`config.mk`:
```
export PLATFORM = sky130hd
export DESIGN_NAME = instr_mem_loadable
export DESIGN_NICKNAME = d
export VERILOG_FILES = /design/src/rtl/instr_mem_loadable.sv
export SDC_FILE = /design/constraint.sdc
export NUM_CORES = 2
export LEC_CHECK = 0
export ABC_AREA = 1
export ABC_CLOCK_PERIOD_IN_PS = 4200
export BUFFER_PORTS_ARGS = -buffer_cell sky130_fd_sc_hd__buf_2
export CORE_MARGIN = 2
export CORE_UTILIZATION = 42
export DETAILED_ROUTE_END_ITERATION = 7
export SYNTH_ARGS = -nofsm -noshare
export SYNTH_HDL_FRONTEND = slang
export SYNTH_SLANG_ARGS = --single-unit
export TNS_END_PERCENT = 100
```
`constraint.sdc`:
```
create_clock -name clk -period 4.2 [get_ports clk]
set_clock_uncertainty 0.1 [all_clocks]
set_input_delay 0.21 -clock clk [delete_from_list [all_inputs] [get_ports clk]]
set_output_delay 0.21 -clock clk [all_outputs]
set_load 0.01 [all_outputs]
```
`src/rtl/instr_mem_loadable.sv`:
```
// Instruction memory with a registered fetch port and a byte-serial big-endian program loader.
// Optional per-word even parity is enabled by defining IMEM_PARITY_EN.
module instr_mem_loadable #(
  parameter int unsigned DEPTH    = 64,
  parameter int unsigned DATA_W   = 32,
  parameter int unsigned ADDR_W   = 32,
  parameter logic [DATA_W-1:0] NOP_WORD = '0
) (
  input  logic                       clk,
  input  logic                       reset,
  input  logic                       fetch_req,
  input  logic [ADDR_W-1:0]          fetch_addr,
  output logic [DATA_W-1:0]          instr,
  output logic                       instr_valid,
  output logic                       addr_fault,
  output logic                       fetch_stall,
  input  logic                       load_start,
  input  logic [$clog2(DEPTH):0]     load_len,
  input  logic [7:0]                 load_byte,
  input  logic                       load_byte_valid,
  output logic                       load_done,
  output logic                       load_err
`ifdef IMEM_PARITY_EN
  , output logic                     parity_err
`endif
);

  localparam int unsigned BYTES  = DATA_W / 8;
  localparam int unsigned IDX_W  = $clog2(DEPTH);
  localparam int unsigned LEN_W  = IDX_W + 1;
  localparam int unsigned BCNT_W = (BYTES > 1) ? $clog2(BYTES) : 1;

  typedef enum logic [1:0] {IDLE, LOAD, DONE} state_t;

  state_t              state, state_n;
  logic [LEN_W-1:0]    ptr, ptr_n, len_q, len_n;
  logic [BCNT_W-1:0]   bcnt, bcnt_n;
  logic [DATA_W-1:0]   asm_q, asm_n, asm_shift;
  logic                err_n;
  logic                wr_en;

  // Contents survive reset; they start as NOP_WORD at time zero
  logic [DATA_W-1:0]   mem [DEPTH] = '{default: NOP_WORD};
`ifdef IMEM_PARITY_EN
  logic                mem_par [DEPTH] = '{default: ^NOP_WORD};
`endif

  assign asm_shift = DATA_W'({asm_q, load_byte});

  // Loader next-state logic
  always_comb begin
    state_n = state;
    ptr_n   = ptr;
    bcnt_n  = bcnt;
    asm_n   = asm_q;
    len_n   = len_q;
    err_n   = load_err;
    wr_en   = 1'b0;
    case (state)
      IDLE: begin
        if (load_start) begin
          if (load_len != '0 && load_len <= LEN_W'(DEPTH)) begin
            state_n = LOAD;
            ptr_n   = '0;
            bcnt_n  = '0;
            len_n   = load_len;
            err_n   = 1'b0;
          end else begin
            err_n   = 1'b1;
          end
        end
      end
      LOAD: begin
        if (load_byte_valid) begin
          asm_n = asm_shift;
          if (bcnt == BCNT_W'(BYTES - 1)) begin
            wr_en  = 1'b1;
            bcnt_n = '0;
            ptr_n  = ptr + LEN_W'(1);
            if (ptr + LEN_W'(1) == len_q) state_n = DONE;
          end else begin
            bcnt_n = bcnt + BCNT_W'(1);
          end
        end
      end
      DONE:    state_n = IDLE;
      default: state_n = IDLE;
    endcase
  end

  always_ff @(posedge clk or posedge reset) begin
    if (reset) begin
      state       <= IDLE;
      ptr         <= '0;
      bcnt        <= '0;
      asm_q       <= '0;
      len_q       <= '0;
      load_err    <= 1'b0;
      load_done   <= 1'b0;
      fetch_stall <= 1'b0;
    end else begin
      state       <= state_n;
      ptr         <= ptr_n;
      bcnt        <= bcnt_n;
      asm_q       <= asm_n;
      len_q       <= len_n;
      load_err    <= err_n;
      load_done   <= (state_n == DONE);
      fetch_stall <= (state_n != IDLE);
    end
  end

  // Write port: the completed word lands on the edge that takes its last byte
  always_ff @(posedge clk) begin
    if (wr_en) begin
      mem[ptr[IDX_W-1:0]] <= asm_shift;
`ifdef IMEM_PARITY_EN
      mem_par[ptr[IDX_W-1:0]] <= ^asm_shift;
`endif
    end
  end

  logic [ADDR_W-1:0] word_idx;
  logic              accept, fault;

  assign word_idx = fetch_addr / ADDR_W'(BYTES);
  assign accept   = fetch_req && !fetch_stall;
  assign fault    = ((fetch_addr % ADDR_W'(BYTES)) != '0) || (word_idx >= ADDR_W'(DEPTH));

  // Fetch port
  always_ff @(posedge clk or posedge reset) begin
    if (reset) begin
      instr       <= NOP_WORD;
      instr_valid <= 1'b0;
      addr_fault  <= 1'b0;
`ifdef IMEM_PARITY_EN
      parity_err  <= 1'b0;
`endif
    end else begin
      instr_valid <= accept;
      if (accept) begin
        if (fault) begin
          instr      <= NOP_WORD;
          addr_fault <= 1'b1;
`ifdef IMEM_PARITY_EN
          parity_err <= 1'b0;
`endif
        end else begin
          instr      <= mem[word_idx[IDX_W-1:0]];
          addr_fault <= 1'b0;
`ifdef IMEM_PARITY_EN
          parity_err <= (^mem[word_idx[IDX_W-1:0]]) != mem_par[word_idx[IDX_W-1:0]];
`endif
        end
      end
    end
  end

endmodule
```
After elaboration in Yosys (flattened, before gate mapping)
Memory sizes are Yosys's and may differ from the RTL's.
Cells that the tools add are included.
- output and inout port bits: 37
- input port bits: 52
- register bits: 79
- bits in writable memories: 2048
- memories: 1
- logic and storage cells: 62
- memory list (memory ; words ; width ; rd ports ; clocked after Yosys merged registers in ; wr ports ; line ; text):
    mem ; 64 ; 32 ; 1 ; 0 ; 1 ; 43 ; logic [DATA_W-1:0] mem [DEPTH] = '{default: NOP_WORD};
- add/subtract/negate cells: 2
- reductions and logical operators: 14
- muxes and demuxes: 24
- order comparisons: 2
- equality and inequality tests: 8
- operators with widths (kind ; number):
    $mux 32 ; 1
    $reduce_bool 32->1 ; 1
    $ge 30x7->1 const B ; 1
    $mux 7 ; 4
    $mux 2 ; 9
    $pmux 7 s2 ; 1
    $ne 2x2->1 const B ; 4
    $pmux 2 s2 ; 2
    $add 7x1->7 const B ; 1
    $eq 7x7->1 ; 1
    $le 7x7->1 const B ; 1
    $mux 1 ; 7
    $reduce_bool 7->1 ; 1
    $reduce_and 5->1 ; 1
    $eq 2x2->1 const B ; 2
    $reduce_and 2->1 ; 2
    $reduce_and 4->1 ; 1
    $reduce_bool 2->1 ; 2
    $reduce_and 3->1 ; 1
    $add 2x1->2 const B ; 1
    $eq 2x1->1 const B ; 1
    $logic_and 1x1->1 ; 2
    $logic_not 2->1 ; 1
    $logic_not 1->1 ; 1
    $logic_or 1x1->1 ; 1

Depth between registers and ports, before layout
- depth in word-level cells: 7
- depth in mapped cells: 13
- gate-level depth less buffers: 11

Worst setup path before layout
OpenSTA, ideal clock, no wires.
- kind: register to register
- start point: reg state[1]
- end point: mem mem[11][0], enable pin
- cell stages (with the launch flop): 6
- library setup time: 0.421 ns
- arrival: 2.553 ns
- path buffers: 0
- slack: 1.126 ns
- clock period less this slack: 3.074 ns
- data required time: 3.679 ns
- cell sequence: dfrtp_1 nor2_4 nand2_1 nor3_2 nand3_1 nor2_1
- longest elaborated chain between the ends: 4
- RTL lines (item ; line ; text):
    from (decl) ; 35 ; state_t state, state_n;
    from (signal assigned) ; 102 ; state <= state_n;
    $eq 2x1->1 ; 59 ; case (state)
    $mux 1 ; 59 ;
    $mux 1 ; 115 ; if (wr_en) begin
    $mux 1 (implied by the code) ; 116 ; mem[ptr[IDX_W-1:0]] <= asm_shift;
    to (decl) ; 43 ;
Every way passes these cells.

Worst setup path after layout
- start point: reg fetch_stall
- end point: reg addr_fault
- longest elaborated chain between the ends: 2
- RTL lines (item ; line ; text):
    from (decl) ; 16 ; output logic fetch_stall,
    from (signal assigned) ; 109 ; fetch_stall <= (state_n != IDLE);
    $logic_not 1->1 ; 127 ; assign accept = fetch_req && !fetch_stall;
    $logic_and 1x1->1 ; 127 ;
    net accept ; 124 ; logic accept, fault;
    to (signal assigned) ; 135 ; addr_fault <= 1'b0;
    to (signal assigned) ; 144 ; addr_fault <= 1'b1;
    to (signal assigned) ; 150 ; addr_fault <= 1'b0;
    to (decl) ; 15 ; output logic addr_fault,
The timed path passes the listed nets, and every way through them passes these cells.
A chain may end at the register's enable or synchronous reset.

==> impl_metrics.tcl <==
set metrics [dict create \
    cts_buffer_depth 3 \
    powerDensity_mw_per_mm2 502 \
    grt_pass1_wl_microns 379000 \
    start_kind "flop" \
    final_cell_mix "nand2_1, edfxtp_1, nand3_1" \
    p_total_mw 48.6 \
    critPathRequiredTime_ps 4870 \
    antenna_found_initial 7 \
    routabilityCongestion 0.922 \
    routed_wl_microns 263000 \
    first_global_vias 53500 \
    grt_max_degree 171 \
    p_leak_nw 33.9 \
    fmax_ghz 0.297 \
    final_cell_area_sq_mm 0.0967 \
    place_area_sq_mm 0.0894 \
    final_nets 7140 \
    initial_core_util_pct 42.2 \
    clock-sinks 2127 \
    relSlewSlack_pct 13.9 \
    rows 165 \
    grt_overflow 0 \
    slew_viol_final 0 \
    drt_iter0_drc 7621 \
    antenna_left 0 \
    vias 57100 \
    grt_usage_pct 25.2 \
    ir_drop_mv 0.396 \
    fill_cells 17700 \
    worstReg2RegStart "fetch_stall" \
    hpwl_microns 149000 \
    root_buffer "clkbuf_16" \
    worstPathArrival_ps 4040 \
    wl_per_cell_microns 26.4 \
    setup_tns_ps 0 \
    finalHoldViolCount 0 \
    cap_violations 0 \
    min_from "fetch_addr[2]" \
    yosys_warnings 0 \
    vias_per_cell 5.74 \
    syn_area_per_cell_sq_um 12.2 \
    regArea_sq_mm 0.0635 \
    critPathCaptureType "flop" \
    coreArea_sq_mm 0.202 \
    critPathLaunch "fetch_stall" \
    clkLatencyLatePin_ps 900 \
    numCtsBuffers 214 \
    clk_pin_slew_worst_paths_ps 60 \
    synth_nets 7042 \
    grt_setup_unrepaired "false" \
    multi_input_area_sq_mm 0.0197 \
    worst_pin_slew_ps 1290 \
    drive_above_1_share_pct 9.93 \
    die_h_microns 455 \
    ys_seq_area_share_pct 74.5 \
    final_cell_count_no_fill 9949 \
    status "finished, final reports clean" \
    syn_inst 6988 \
    criticalPathCategory "flop to flop" \
    syn_area_sq_mm 0.0852 \
    dieArea_sq_mm 0.207 \
    yosysUniqueCellTypes 35 \
    dr.pass1.iters 6 \
    cts_tree "built" \
    drc 0 \
    die_w_microns 455 \
    fin_crit_ps 3370 \
    fin_crit_sh_pct 80.2 \
    syn2layout_area_growth_pct 13.5 \
    io_buffers 88 \
    final_common_cell "nand2_1" \
    htreeDepth 4 \
    worstPathMaxFanout 33 \
    io_pins 89 \
    finalSetupViolCount 0 \
    hp-class "primary input to flop" \
    synth_seq_cells 2127 \
    post_cts_buffers 0 \
    dpl.cell_count 9502 \
]
==> worst max-delay path: stages (launching register included) <==
cell           delay [ps]
dfrtp_1               420
or2_1                 240
buf_4                 300
inv_2                 130
nand2_1                70
nor4_2                140
nand2_1                90
dlygate4sd3_1         610
nor2_4                280
buf_12                250
nor2_1                 70
dlygate4sd3_1         560
==> metrics by stage <==
stage                     hold slack (ps)  worst slack [ps]  util (%)
final                                93.4               830      47.9
after global routing                  152               752      47.9
after CTS                            50.6               879      47.9
after detailed placement              359              1010      44.3
after global placement                357               963      44.3
after floorplan                       209              1130         -
==> layer usage <==
metal  part of all wire (%)  GRT usage [%]  routed length (microns)  up-vias
li1                       -              -                        -    25200
met1                     40           35.2                   106000    28500
met2                     46           38.5                   120000     2878
met3                    9.4           4.69                    24800      502
met4                    4.7           11.3                    12400        0
met5                      0              0                        0        -
==> Yosys cell counts (all sizes together) <==
cell    instances  area (sq um)
nand3        2032         10200
buf           365          2120
xnor2           2          17.5
dfrtp          79          1980
mux2            8          90.1
xor2            5          43.8
or2             4          25.0
inv            32           123
clkbuf         94           353
a21oi          10          50.1
nor2           97           382
nor3            2          15.0
o211ai          1          7.51
clkinv          1          3.75
nor4            5          37.5
o21bai          1          7.51
o21ai          22           110
nand2        2171          8150
ha              2          25.0
and2            1          6.26
nand4           6          37.5
edfxtp       2048         61500
==> registers in the layout, indices dropped and copies added, names as in the netlist <==
name / count
addr_fault: 1
asm_q: 24
bcnt: 2
fetch_stall: 1
instr: 32
instr_valid: 1
len_q: 7
load_done: 1
load_err: 1
mem: 2048
ptr: 7
state: 2
==> power by group <==
group	internal [mW]	total [mW]	switching, mW
logic	0.832	3.71	2.88
clock network	10.6	18.9	8.31
registers	24.8	26.0	1.20
total	36.2	48.6	12.4
==> kinds of logic after synthesis <==
kind of cell | Yosys count | share of synthesized area [%]
multiplexers | 8 | 0.106
AO/OA/AOI/OAI | 34 | 0.205
buffers and inverters | 492 | 3.05
AND/OR/NAND/NOR | 4318 | 22.1
flip-flops | 2127 | 74.5
XOR/XNOR | 7 | 0.0719
adder cells (fa/ha/maj) | 2 | 0.0293
==> timing repair <==
item / in CTS / in global routing
endpoints found under the hold margin: 312 / 0
hold buffers: 40 / 0
gates resized for setup: 0 / 0
==> area by class of cell <==
cell class | instances | share of cell area, %
diodes | 8 | 0.0207
clock buffers | 275 | 5.89
clock inverters | 124 | 1.29
inverters | 33 | 0.167
multi-input cells | 4369 | 20.3
flip-flops and latches | 2127 | 65.7
well taps | 2672 | 3.46
repair buffers | 341 | 3.19
==> worst paths after layout <==
path | cells past startpoint | end | slack (ps)
max in group asynchronous | 5 | asm_q[12] | 2260
max | 11 | addr_fault | 830
min | 9 | instr[8] | 90
min reg2reg | 2 | instr[28] | 380
max reg2reg | 11 | addr_fault | 830
min in group asynchronous | 4 | instr[2] | 590
No activity file was read; power rests on OpenSTA's default activity.
